--- src/rtl/fifo_rd_stream.sv ---
// fifo_rd_stream: drives a one-cycle-latency FIFO read port and re-presents the data
// as a valid/ready stream through a 2-entry prefetch buffer.
module fifo_rd_stream #(
  parameter int DWIDTH = 8
) (
  input  logic              clk,
  input  logic              rst,
  output logic              fifo_rden,
  input  logic [DWIDTH-1:0] fifo_dout,
  input  logic              fifo_empty,
  input  logic              flush,
  output logic              m_valid,
  input  logic              m_ready,
  output logic [DWIDTH-1:0] m_data,
  output logic [1:0]        occ
);
  logic [DWIDTH-1:0] mem_q [2];
  logic [1:0] occ_q, occ_d;
  logic head_q, head_d, tail_q, tail_d, inflight_q, inflight_d;
  logic pop, clr;
  logic [2:0] credit;
  assign m_valid = occ_q != 2'd0;
  assign m_data = mem_q[head_q];
  assign occ = occ_q;
  always_comb begin
    clr = rst || flush;
    pop = m_valid && m_ready;
    // words held plus the one in flight, after this cycle's pop; a new read may only claim a free slot
    credit = {1'b0, occ_q} + {2'b0, inflight_q} - {2'b0, pop};
    fifo_rden = !clr && !fifo_empty && credit < 3'd2;
    occ_d = clr ? 2'd0 : occ_q + {1'b0, inflight_q} - {1'b0, pop};
    head_d = !clr && (head_q ^ pop);
    tail_d = !clr && (tail_q ^ inflight_q);
    inflight_d = fifo_rden;
  end
  always_ff @(posedge clk) begin
    if (rst) begin
      occ_q <= 2'd0;
      head_q <= 1'b0;
      tail_q <= 1'b0;
      inflight_q <= 1'b0;
    end else begin
      occ_q <= occ_d;
      head_q <= head_d;
      tail_q <= tail_d;
      inflight_q <= inflight_d;
    end
  end
  always_ff @(posedge clk) begin
    if (inflight_q && !clr) mem_q[tail_q] <= fifo_dout;
  end
endmodule

--- config.mk ---
export PLATFORM = sky130hd
export DESIGN_NAME = fifo_rd_stream
export DESIGN_NICKNAME = d
export VERILOG_FILES = /design/src/rtl/fifo_rd_stream.sv
export SDC_FILE = /design/constraint.sdc
export NUM_CORES = 1
export LEC_CHECK = 0
export ABC_AREA = 1
export BUFFER_PORTS_ARGS = -buffer_cell sky130_fd_sc_hd__clkbuf_2
export CORE_MARGIN = 2
export CORE_UTILIZATION = 50
export CTS_CLUSTER_SIZE = 12
export DETAILED_ROUTE_END_ITERATION = 8
export PLACE_DENSITY = 0.77
export SYNTH_ARGS = -nofsm -noshare
export SYNTH_HDL_FRONTEND = slang
export SYNTH_SLANG_ARGS = --single-unit
--- constraint.sdc ---
create_clock -name clk -period 3.1 [get_ports clk]
set_input_delay 0.31 -clock clk [delete_from_list [all_inputs] [get_ports clk]]
set_output_delay 0.31 -clock clk [all_outputs]
set_load 0.01 [all_outputs]
After elaboration in Yosys (flattened, before gate mapping). Memories as Yosys holds them, arrays and structs flattened. A register that Yosys moved wholly into a read port is not among the register bits. Index checks and enable logic that the tools add are counted.

Logic and storage cells: 26. Register bits: 5. Bits in writable memories: 16. Input port bits: 13. Memories: 1.

Memories: mem_q (depth 2, bits a word 8, rd ports 1, clocked after Yosys merged registers in 1, write ports 1, line 17) `logic [DWIDTH-1:0] mem_q [2];`.

Bitwise operators: 2. Multiplexer cells: 3. Reduce and logical (&&, ||, !) cells: 11. Order comparisons: 1. Add/sub/neg operators: 4.

Operators by type and width (number): $logic_and A1 B1 Y1 (6); $add A2 B1 Y3 (1); $lt A3 B2 Y1 const B (1); $mux W1 (3); $sub A3 B1 Y3 (1); $add A2 B1 Y2 (1); $logic_not A1 Y1 (2); $reduce_bool A2 Y1 (1); $reduce_or A2 Y1 (1); $sub A2 B1 Y2 (1); $xor A1 B1 Y1 (2); $logic_or A1 B1 Y1 (1).

Longest topological paths before layout.
Depth after elaboration: 5. Mapped depth: 9. Gate-level depth less buffers: 9.

Worst setup path after synthesis. No wires, ideal clock.

Path kind: reg2out. From: reg occ_q[1], in the netlist occ[1]. To: out fifo_rden. Path slack: 1017 ps. Path buffers: 0. Data required time: 2790 ps. Stages on the path, launching flop included: 10. Arrival time: 1773 ps. Cell sequence: dfxtp_1 > nor2_1 > nor2_2 > ha_1 > inv_1 > ha_1 > fa_1 > nor2_1 > nand2_1 > nor2_1.

Longest elaborated chain between the ends: 5. Elaborated cells on any way between the ends: 6.

Ends and longest elaborated chain: start: declaration (line 18) `logic [1:0] occ_q, occ_d;`; start signal: assignment (line 38) `occ_q <= 2'd0;`; start signal: assignment (line 43) `occ_q <= occ_d;`; branches (longest 2 deep; another with $add A2 B1 Y3); $sub A3 B1 Y3 (*) (line 29) `credit = {1'b0, occ_q} + {2'b0, inflight_q} - {2'b0, pop};`; net credit[1] (line 21) `logic [2:0] credit;`; $lt A3 B2 Y1 (*) (line 30) `fifo_rden = !clr && !fifo_empty && credit < 3'd2;`; $logic_and A1 B1 Y1 (*) (line 30); end: declaration (line 8) `output logic fifo_rden,`.

Mark *: on every way through the listed nets, which the timed path passes.

Final worst setup path. Same ends and word-level chain as after synthesis.

==> impl_results.md <==
- CP endpoint kind: output pin
- Max Fclk: 0.3987 GHz
- Fin. max-slew vios: 0
- Pwr Density: between 400 and 500 mW/mm^2
- Worst-Margin Slew: 0.6658 ns
- Crit-path max FO: 4
- Worst hold path startpoint: fifo_dout[1]
- Htree depth: 1
- Critical path class: reg2out
- Clk slew on worst S/H paths: 0.11 ns
- Most frequent cell after synthesis: edfxtp_1
- Synth unique cells: 13
- Max VDD drop: roughly 0.26 mV
- Detailed Route WL: 1.356 mm
- GRT Overall Usage: between 10% and 20%
- Sequential area share after synthesis: roughly two thirds
- Mapped Nets: 79
- Number of global-route vias before repair: between 500 and 600
- Clk_skew: 0.003933 ns
- Final cell count without fillers: 108
- Post-Place Cells: 104
- Critical Path RT: 2.79 ns
- Total CTS buffers: 3
- Reg2reg setup slack: roughly 1.3 ns
- Sink of the worst hold path: mem_q[0][1]
- Share of cells above drive strength 1: around two fifths
- Core area: roughly 0.0017 sq mm
- Final period util: about four fifths
- Core Rows: 15
- Root buffer cell: clkbuf_4
- Pleak: roughly 0.44 nW
- PortBufs: 24
- Total length of routed met2 wires: roughly 740 um
- #FFs+latches synth: 21
- Met3 Routed Length: approximately 80 um
- GR Overflow Total: 0
- Antenna diode count: 0
- TNS Setup: 0 ns
- Resize count post-CTS: 0
- Post-Synthesis Mean Instance Area: about 14 sq um
- Die W: roughly 46 um
- Vias per inst: 4.944
- Crit path time final: 2.508 ns
- Clock Latency Late Sink: slightly below 0.3 ns
- Post-Syn Area: ~880 sq um
- Status: finished clean
- Reg2reg path depth: 9
- Initial antenna violation count: 0
- Layout area overhead: 18.58%
- Post-DRT Antenna Nets: 0
- Hold Violations, Final: 0
- Post-synth ARST share: 0%
- Startpoint Class: flip-flop
- Hold buffers post-CTS: 0
- Synth Flop Type: edfxtp_1
- Largest net degree at the start of global routing: 12
- Synth warnings: 0
- Worst Hold Class: in2reg
- Die H: 46 um
- First-pass GRT wire length: approximately 2.1 mm
- Initial Util: between 50% and 60%
- CTS tree: yes
- Most instantiated cells after synthesis: edfxtp_1 (16), nor2_1 (11), inv_1 (9), mux2_4 (8)
- Met1 wire length: roughly 530 um
- Clk sinks: 21
- Max-cap viol count: 0
- Synth top area share: a little over half
- Max Used Layer: met3
- Hpwl dp: 1.023 mm
- RR Startpoint: occ[1]
- WP data arrival: approximately 2.2 ns
- Worst hold path stage count: 1
- DIE AREA: about 0.0021 sq mm
- RSZ-0062 raised after global routing: false
- CTS max path bufs: 2
- Routed len/inst: approximately 13 um
- Worst slew margin: between 50% and 60%
- First-pass DRT Iterations: 4
- Yosys top cell by area: edfxtp_1
- Synth Instances: between 60 and 70
- Setup bufs post-CTS: 0
- I/O pin count: 25
- 1st-iter DRT viols: 12
- Via count: roughly 530
- FILL cells: roughly 140
- Synth top area cells: edfxtp_1 (54%), mux2_4 (14%), dfxtp_1 (11%), nor2_1 (4.7%), inv_1 (3.8%)
- Nets: 108
- Finish-stage setup viols: 0
- Gpl congestion: between 0.7 and 0.8
- DRC Markers: 0
- Reg2Reg Capture Point: inflight_q
- Number of synthesized flops with an enable pin: 16
-- cells in the final DEF, fill, tap and decap left out --
| cell type | n |
|---|---|
| nor2_2 | 2 |
| mux2_4 | 8 |
| xnor2_1 | 1 |
| fa_1 | 1 |
| edfxtp_1 | 16 |
| clkbuf_2 | 24 |
| clkbuf_4 | 3 |
| buf_4 | 1 |
| nand2_1 | 5 |
| clkbuf_1 | 1 |
| inv_1 | 9 |
| nor2_1 | 11 |
| dfxtp_1 | 5 |
| nor3_1 | 1 |
| nand3_1 | 1 |
| ha_1 | 2 |
-- worst max-delay path by stage --
stage            start         to  slack, ns  cells after the start
2_1_floorplan   occ[1]  fifo_rden       1.02                      9
3_3_place_gp   m_ready  fifo_rden       0.95                     11
3_5_place_dp    occ[1]  fifo_rden       0.92                     10
4_1_cts         occ[1]  fifo_rden       0.58                     10
5_1_grt         occ[1]  fifo_rden       0.43                     10
6_report        occ[1]  fifo_rden       0.59                     10
-- cells by family (layout without fill, tap and decap cells) --
kind of cell	count (synthesis)	in the layout	share of synthesized area, %
flip-flops	21	21	65.82
XOR/XNOR	1	1	0.9931
AND/OR/NAND/NOR	20	20	9.361
adder cells (fa/ha/maj)	3	3	5.106
multiplexers	8	8	13.62
buffers and inverters	10	38	5.106
-- layer usage --
metal / GRT usage (%) / vias up
met3: 4.762 / 0
met1: 16.58 / 249
met2: 24.72 / 20
met4: 9.714 / 0
li1: - / 265
met5: 0 / -
-- through the flow --
stage / total power, mW / utilization (%) / instance area (sq um) / hold slack (ns) / setup slack [ns]
3_5_place_dp: 0.3458 / 60.37 / 1020 / 0.5007 / 0.9188
5_1_grt: 0.4873 / 61.93 / 1046 / 0.1788 / 0.4279
4_1_cts: 0.4683 / 61.93 / 1046 / 0.1938 / 0.5761
6_report: 0.4639 / 61.93 / 1046 / 0.2005 / 0.5920
3_3_place_gp: 0.3441 / 60.37 / 1020 / 0.4710 / 0.9505
2_1_floorplan: 0.3302 / - / 882.1 / 0.4089 / 1.017
-- state kept, by name, summed over array words and instances, names as in the netlist --
name and cells:
inflight_q 1, head_q 1, occ 2, tail_q 1, mem_q 16
-- where the power goes --
| group | internal [mW] | leakage [nW] | switching, mW |
|---|---|---|---|
| Clock | 0.0500 | 0.0150 | 0.0746 |
| Combinational | 0.0154 | 0.243 | 0.0159 |
| Sequential | 0.305 | 0.185 | 0.00256 |
| Total | 0.371 | 0.443 | 0.0931 |
-- final cells by class --
class                           instances  area, sq um  area share, %
Multi-Input combinational cell         32        256.5          24.52
Clock buffer                            4        26.28          2.512
Timing Repair Buffer                   25        127.6          12.20
Inverter                                9        33.78          3.230
Tap cell                               17        21.27          2.033
Sequential cell                        21        580.6          55.50
-- critical path: stages, from the launching register on --
cell      delay [ns]
dfxtp_1         0.36
nor2_1          0.15
nor2_2          0.05
ha_1            0.27
inv_1           0.04
ha_1            0.18
fa_1            0.45
nor2_1          0.11
nand2_1         0.07
nor2_1          0.10
clkbuf_2        0.13
Note: power is estimated with default switching activity, not from simulation.
